### src/rtl/program_loader.sv
// program_loader: receives a length-prefixed byte stream, writes little-endian 32-bit words to imem,
// then releases the core reset. PROGRAM_LOADER_CHECKSUM_EN adds a trailing XOR checksum byte.
module program_loader #(
    parameter logic [63:0] BASE_ADDR   = 64'h0,
    parameter int unsigned MAX_WORDS   = 256,
    parameter int unsigned HOLD_CYCLES = 4
) (
    input  logic        clk,
    input  logic        reset,
    input  logic [7:0]  rx_data,
    input  logic        rx_valid,
    output logic        rx_ready,
    output logic [63:0] imem_addr,
    output logic [31:0] imem_wdata,
    output logic        imem_we,
    output logic        pc_reset,
    output logic        busy,
    output logic        error
);

    typedef enum logic [2:0] {
        HDR0,
        HDR1,
        LOAD,
`ifdef PROGRAM_LOADER_CHECKSUM_EN
        CHK,
`endif
        HOLD,
        RUN,
        ERR
    } state_t;

    state_t      state;
    logic [15:0] word_count;
    logic [15:0] word_index;
    logic [1:0]  lane;
    logic [23:0] asm_word;
    logic [31:0] hold_cnt;
    logic        xfer;
    logic [15:0] hdr_count;

    assign xfer      = rx_valid && rx_ready;
    assign hdr_count = {rx_data, word_count[7:0]};

`ifdef PROGRAM_LOADER_CHECKSUM_EN
    logic [7:0] csum;

    always_ff @(posedge clk) begin
        if (reset) begin
            csum <= '0;
        end else if (xfer && (state == HDR0 || state == HDR1 || state == LOAD)) begin
            csum <= csum ^ rx_data;
        end
    end
`endif

    always_ff @(posedge clk) begin
        if (reset) begin
            state      <= HDR0;
            word_count <= '0;
            word_index <= '0;
            lane       <= '0;
            asm_word   <= '0;
            hold_cnt   <= '0;
            rx_ready   <= 1'b0;
            imem_addr  <= BASE_ADDR;
            imem_wdata <= '0;
            imem_we    <= 1'b0;
            pc_reset   <= 1'b1;
            busy       <= 1'b0;
            error      <= 1'b0;
        end else begin
            imem_we <= 1'b0;
            case (state)
                HDR0: begin
                    busy     <= 1'b1;
                    rx_ready <= 1'b1;
                    if (xfer) begin
                        word_count[7:0] <= rx_data;
                        state           <= HDR1;
                    end
                end
                HDR1: begin
                    if (xfer) begin
                        word_count[15:8] <= rx_data;
                        if (hdr_count == '0) begin
`ifdef PROGRAM_LOADER_CHECKSUM_EN
                            state <= CHK;
`else
                            state    <= HOLD;
                            rx_ready <= 1'b0;
`endif
                        end else if ({16'd0, hdr_count} > MAX_WORDS) begin
                            state    <= ERR;
                            rx_ready <= 1'b0;
                            busy     <= 1'b0;
                            error    <= 1'b1;
                        end else begin
                            state <= LOAD;
                        end
                    end
                end
                LOAD: begin
                    // Index reaches the count on the final word's write cycle; leave once it completes.
                    if (word_index == word_count) begin
`ifdef PROGRAM_LOADER_CHECKSUM_EN
                        state    <= CHK;
                        rx_ready <= 1'b1;
`else
                        state <= HOLD;
`endif
                    end else if (xfer) begin
                        lane <= lane + 2'd1;
                        case (lane)
                            2'd0: asm_word[7:0]   <= rx_data;
                            2'd1: asm_word[15:8]  <= rx_data;
                            2'd2: asm_word[23:16] <= rx_data;
                            default: begin
                                imem_we    <= 1'b1;
                                imem_wdata <= {rx_data, asm_word};
                                imem_addr  <= BASE_ADDR + {46'd0, word_index, 2'b00};
                                word_index <= word_index + 16'd1;
                                if (word_index + 16'd1 == word_count) begin
                                    rx_ready <= 1'b0;
                                end
                            end
                        endcase
                    end
                end
`ifdef PROGRAM_LOADER_CHECKSUM_EN
                CHK: begin
                    if (xfer) begin
                        rx_ready <= 1'b0;
                        if (rx_data == csum) begin
                            state <= HOLD;
                        end else begin
                            state <= ERR;
                            busy  <= 1'b0;
                            error <= 1'b1;
                        end
                    end
                end
`endif
                HOLD: begin
                    if (hold_cnt == HOLD_CYCLES - 1) begin
                        state    <= RUN;
                        pc_reset <= 1'b0;
                        busy     <= 1'b0;
                    end else begin
                        hold_cnt <= hold_cnt + 32'd1;
                    end
                end
                default: ;
            endcase
        end
    end

endmodule
### config.mk
export PLATFORM = sky130hd
export DESIGN_NAME = program_loader
export DESIGN_NICKNAME = d
export VERILOG_FILES = /design/src/rtl/program_loader.sv
export SDC_FILE = /design/constraint.sdc
export NUM_CORES = 1
export LEC_CHECK = 0
export CAP_MARGIN = 20
export CELL_PAD_IN_SITES_DETAIL_PLACEMENT = 0
export CELL_PAD_IN_SITES_GLOBAL_PLACEMENT = 2
export CORE_ASPECT_RATIO = 0.9
export CORE_UTILIZATION = 37
export CTS_BUF_LIST = sky130_fd_sc_hd__clkbuf_2
export CTS_CLUSTER_DIAMETER = 150
export DETAILED_ROUTE_END_ITERATION = 10
export GPL_ROUTABILITY_DRIVEN = 0
export PLACE_DENSITY_LB_ADDON = 0.2
export SLEW_MARGIN = 20
export SYNTH_ARGS = -nofsm -noshare
export SYNTH_HDL_FRONTEND = slang
export SYNTH_SLANG_ARGS = --single-unit
### constraint.sdc
create_clock -name clk -period 4.71 [get_ports clk]
set_input_delay 0.942 -clock clk [delete_from_list [all_inputs] [get_ports clk]]
set_output_delay 0.942 -clock clk [all_outputs]
set_load 0.03 [all_outputs]
# After elaboration in Yosys (flattened, before gate mapping)
# Index checks and enable logic that the tools add are counted.
op_classes:
  n_lt_le_gt_ge: 1
  addsub: 3
  eq_ne: 19
  bitwise_logic: 6
  muxes: 20
  reduce_logical: 22
op_table:
  columns: ["op", "n"]
  rows:
  - ["$add 32x1->32 const B", 1]
  - ["$eq 16x16->1", 2]
  - ["$eq 32x2->1 const B", 1]
  - ["$ne 2x2->1 const B", 10]
  - ["$reduce_and 4->1", 5]
  - ["$mux 3", 6]
  - ["$add 16x1->16 const B", 1]
  - ["$gt 16x9->1 const B", 1]
  - ["$logic_not 16->1", 1]
  - ["$pmux 3 s4", 1]
  - ["$mux 1", 11]
  - ["$reduce_and 5->1", 2]
  - ["$reduce_and 2->1", 4]
  - ["$reduce_and 7->1", 1]
  - ["$eq 3x2->1 const B", 2]
  - ["$not 1->1", 6]
  - ["$pmux 1 s3", 2]
  - ["$reduce_bool 3->1", 2]
  - ["$reduce_bool 4->1", 1]
  - ["$reduce_or 4->1", 1]
  - ["$eq 3x1->1 const B", 1]
  - ["$logic_not 3->1", 1]
  - ["$ne 3x3->1 const B", 1]
  - ["$reduce_and 3->1", 1]
  - ["other kinds (6)", 6]
totals:
  input_bits: 11
  ff_bits: 146
  output_inout_bits: 101
  elab_cells: 87

# Logic depth before layout (Yosys ltp)
depth:
  depth_word: 7
  depth_mapped: 10
  depth_no_buf: 7

# Worst setup path before layout
# Ideal clock, no wire load.
synth_timing:
  path_kind: "in2reg"
  from: "input port rx_valid"
  to: "register word_index[13]"
  path_buffers: 2
  setup_ns: 0.071
  t_arrival_ns: 2.483
  stages: 6
  setup_slack_ns: 2.157
  required_time_ns: 4.639
  cell_sequence: "and2_1 -> clkbuf_1 -> o2111ai_4 -> buf_6 -> or4_1 -> a21oi_1"
synth_between:
  elab_chain_cells: 2
synth_rtl:
  columns: ["element", "line", "rtl"]
  rows:
  - ["from (decl)", "11", "input logic rx_valid,"]
  - ["$logic_and 1x1->1", "42", "assign xfer = rx_valid && rx_ready;"]
  - ["$reduce_and 4->1 (no line)", null, null]
  - ["to (signal assigned)", "122", "word_index <= word_index + 16'd1;"]
  - ["to (decl)", "35", "logic [15:0] word_index;"]
# Every way passes these cells.
# A chain may end at the register's enable or synchronous reset.

# Final worst setup path
layout_timing:
  from: "register word_index[2]"
  to: "register imem_wdata[28]"
layout_between:
  elab_chain_cells: 3
layout_rtl:
  columns: ["element", "line", "rtl"]
  rows:
  - ["$eq 16x16->1", "105", "if (word_index == word_count) begin"]
  - ["$not 1->1 (no line)", null, null]
  - ["$reduce_and 4->1 (no line)", null, null]
  - ["to (signal assigned)", "120", "imem_wdata <= {rx_data, asm_word};"]
  - ["to (decl)", "14", "output logic [31:0] imem_wdata,"]
# Every way passes these cells.

==> flow_metrics.py <==
metrics = {
    "cells_and_area": {
        "syn_to_final_growth_pct": 11.0,
        "layout.nets": 803,
        "utilization_pct": 41.8,
        "register_area_mm2": 0.00292,
        "multiInputGateArea_mm2": 0.00348,
        "fill_cells": 1877,
        "drive_gt1_share_pct": 5.88,
    },
    "pwr": {
        "peakVddDrop_mv": 0.135,
        "leakagePower_nw": 3.32,
        "power_density_mw_per_mm2": 290,
    },
    "detailed_routing": {
        "drt_first_iter_violations": 203,
        "firstDrtPassIters": 4,
        "via_per_inst": 4.85,
        "postRouteAntennaNets": 0,
        "wirelength_um": 15200,
        "drc_errors": 0,
        "num_vias": 5072,
        "wl_per_cell_um": 14.6,
    },
    "clocking": {
        "postCtsHoldBufs": 0,
        "cts-resized-gates": 0,
        "cts_tree": "yes",
        "clock_path_buffers": 2,
        "clk_latency_ps": 730,
        "clockRootBuffer": "clkbuf_2",
        "path_clk_slew_ps": 260,
        "postCtsSetupRepairBufs": 0,
        "clock_sinks": 146,
        "cts_max_level": 4,
        "cts_made_buffers": 17,
    },
    "floorplan": {
        "io-pin-count": 112,
        "die_h_um": 132,
        "start_util_pct": 37.6,
        "rows": 47,
        "core_mm2": 0.0183,
        "die_area_mm2": 0.0192,
        "die_w_um": 146,
    },
    "critical_path": {
        "worstSetupPathType": "register to register",
        "rr_worst_depth": 7,
        "endpoint": "imem_wdata[28]",
        "crit_fanout": 23,
        "critPathArrivalTime_ps": 3790,
        "worstPathRequired_ps": 5290,
        "max_stage_delay_ps": 710,
        "cp-start-kind": "register",
        "crit_chain": "xnor2_1 > nand4_1 > or4_1 > o2111ai_4 > buf_4 > mux2i_1 > nor2_1",
        "reg2reg_from": "word_index[2]",
        "regToRegSetupSlack_ps": 1490,
        "cp-startpoint": "word_index[2]",
        "cpMaxStageDelayCell": "or4_1",
        "cp-end-kind": "register",
        "r2r-end": "imem_wdata[28]",
    },
    "grt": {
        "gr-total-overflow": 0,
        "grt_antenna_before_repair": 1,
        "grt_pass1_wl_um": 24900,
        "grt_max_degree": 64,
        "grt_use_total_pct": 16.3,
        "grt_pass1_vias": 4770,
    },
    "yosys": {
        "yosysTopAreaCellShare_pct": 42.3,
        "ys_seq_area_share_pct": 42.3,
        "synthArstFlopShare_pct": 0,
        "syn_area_mm2": 0.00690,
        "synth_area_per_cell_um2": 9.34,
        "synth_warnings": 0,
        "synthDistinctLibCells": 51,
        "synth.top_cells.by_area": "dfxtp_1, mux2i_1, nor2_1",
        "synth_ff_type": "dfxtp_1",
        "synth_top_area_cell": "dfxtp_1",
        "synth_edf_count": 0,
        "syn_inst": 739,
        "ys_seq_elements": 146,
    },
    "sta": {
        "min_period_over_period_pct": 68.3,
        "setup-tns-final_ps": 0,
        "worst_pin_slew_ps": 948,
        "report.final.setup_viol": 0,
        "fmax_mhz": 311,
        "rsz0062_at_grt": "false",
        "clock_skew_ps": 50.4,
        "worst_slew_margin_rel_pct": 36.6,
        "final_hold_viol_count": 0,
        "timing.final.max_slew_violations": 0,
        "fin_crit_ps": 3220,
    },
    "placement": {
        "numPortBuffers": 63,
        "hpwl_um": 10600,
    },
    "status": {
        "outcome": "finished clean",
    },
    "job": {
        "drv_cap": 0,
    },
    "hold_path": {
        "hp-class": "register to register",
    },
}
[stage by stage]
stage          worst slack [ps]  power [W]  hold slack, ps  instances  area [um2]
6_report                   1490    0.00223             511       1045        7660
5_1_grt                    1260    0.00234             532       1045        7660
4_1_cts                    1490    0.00226             527       1044        7660
3_5_place_dp               1280    0.00154             484       1012        7420
3_3_place_gp               1170    0.00154             468       1011        7390
2_1_floorplan              2160    0.00152             460        786        7080
[Yosys cell counts (12+ instances only)]
cell        n
mux2i_1    92
o21ai_0    13
nand2_1    27
buf_4      48
a21oi_1    22
clkbuf_1   21
nand3_1    21
xnor2_1    35
dfxtp_1   146
xor2_1     24
nor2_1    145
nand4_1    12
[report_power, final]
group          switching (W)  total (W)  internal, W
Sequential         0.0000239    0.00128      0.00126
Combinational       0.000172   0.000237    0.0000648
Clock               0.000533   0.000709     0.000175
[worst min path at each step]
stage / cells after the start / to / slack, ps / from
after global routing: 2 / imem_wdata[21] / 530 / asm_word[21]
after floorplan: 2 / imem_wdata[0] / 460 / asm_word[0]
after detailed placement: 2 / imem_wdata[14] / 480 / asm_word[14]
after CTS: 2 / imem_wdata[15] / 530 / asm_word[15]
after global placement: 2 / imem_wdata[14] / 470 / asm_word[14]
final: 2 / imem_wdata[15] / 510 / asm_word[15]
[critical path, delay by kind of cell, from the launching register on]
family | cells | cell delay [ps]
buffers and inverters | 1 | 510
multiplexers | 1 | 240
flip-flops | 1 | 430
AND/OR/NAND/NOR | 3 | 900
AO/OA/AOI/OAI | 1 | 690
XOR/XNOR | 1 | 310
[flip-flops by register name (all words and copies together) (netlist names), 2 cells and up]
| name | count |
|---|---|
| hold_cnt | 32 |
| imem_wdata | 32 |
| asm_word | 24 |
| imem_addr | 16 |
| word_count | 16 |
| word_index | 16 |
| state | 3 |
| lane | 2 |
[area by class of cell]
cell class,count,area share (%)
inverter,8,0.392
clock buffer,17,1.11
sequential,146,38.1
timing repair buffer,68,8.95
tap,245,4.00
clock inverter,15,2.01
multi-input combinational,545,45.4
antenna,1,0.0327
[layer usage]
| metal | vias to the layer above | GRT usage [%] | wire length, um |
|---|---|---|---|
| li1 | 2535 | - | - |
| met1 | 2431 | 22.4 | 7770 |
| met2 | 94 | 25.3 | 6790 |
| met3 | 12 | 3.75 | 517 |
| met4 | 0 | 5.03 | 165 |
| met5 | - | 0 | 0 |
[layout by cell type, fill, tap and decap left out, types with 7 or more instances in the layout]
master	n
a21oi_1	22
or3_1	8
and3_1	8
xor2_1	24
nor2_1	145
and4_1	7
inv_1	8
o21ai_0	13
xnor2_1	35
or4_1	9
nand4_1	12
mux2i_1	92
clkbuf_2	17
clkdlybuf4s50_1	62
nand2_1	27
nor3_1	11
conb_1	48
dfxtp_1	146
nand3_1	21
nor4_1	11
[logic make-up (layout without fill, tap and decap cells)]
kind of cell | count (synthesis) | after routing | share of synthesized area, %
xor+xnor | 59 | 59 | 7.49
flops | 146 | 146 | 42.3
mux | 93 | 93 | 13.5
fa+ha+maj | 6 | 6 | 1.09
compound gates | 59 | 59 | 6.31
buf+inv | 95 | 108 | 9.86
simple gates | 280 | 280 | 19.4
other cells | 1 | 49 | 0.0543
Note: power is estimated with default switching activity, not from simulation.
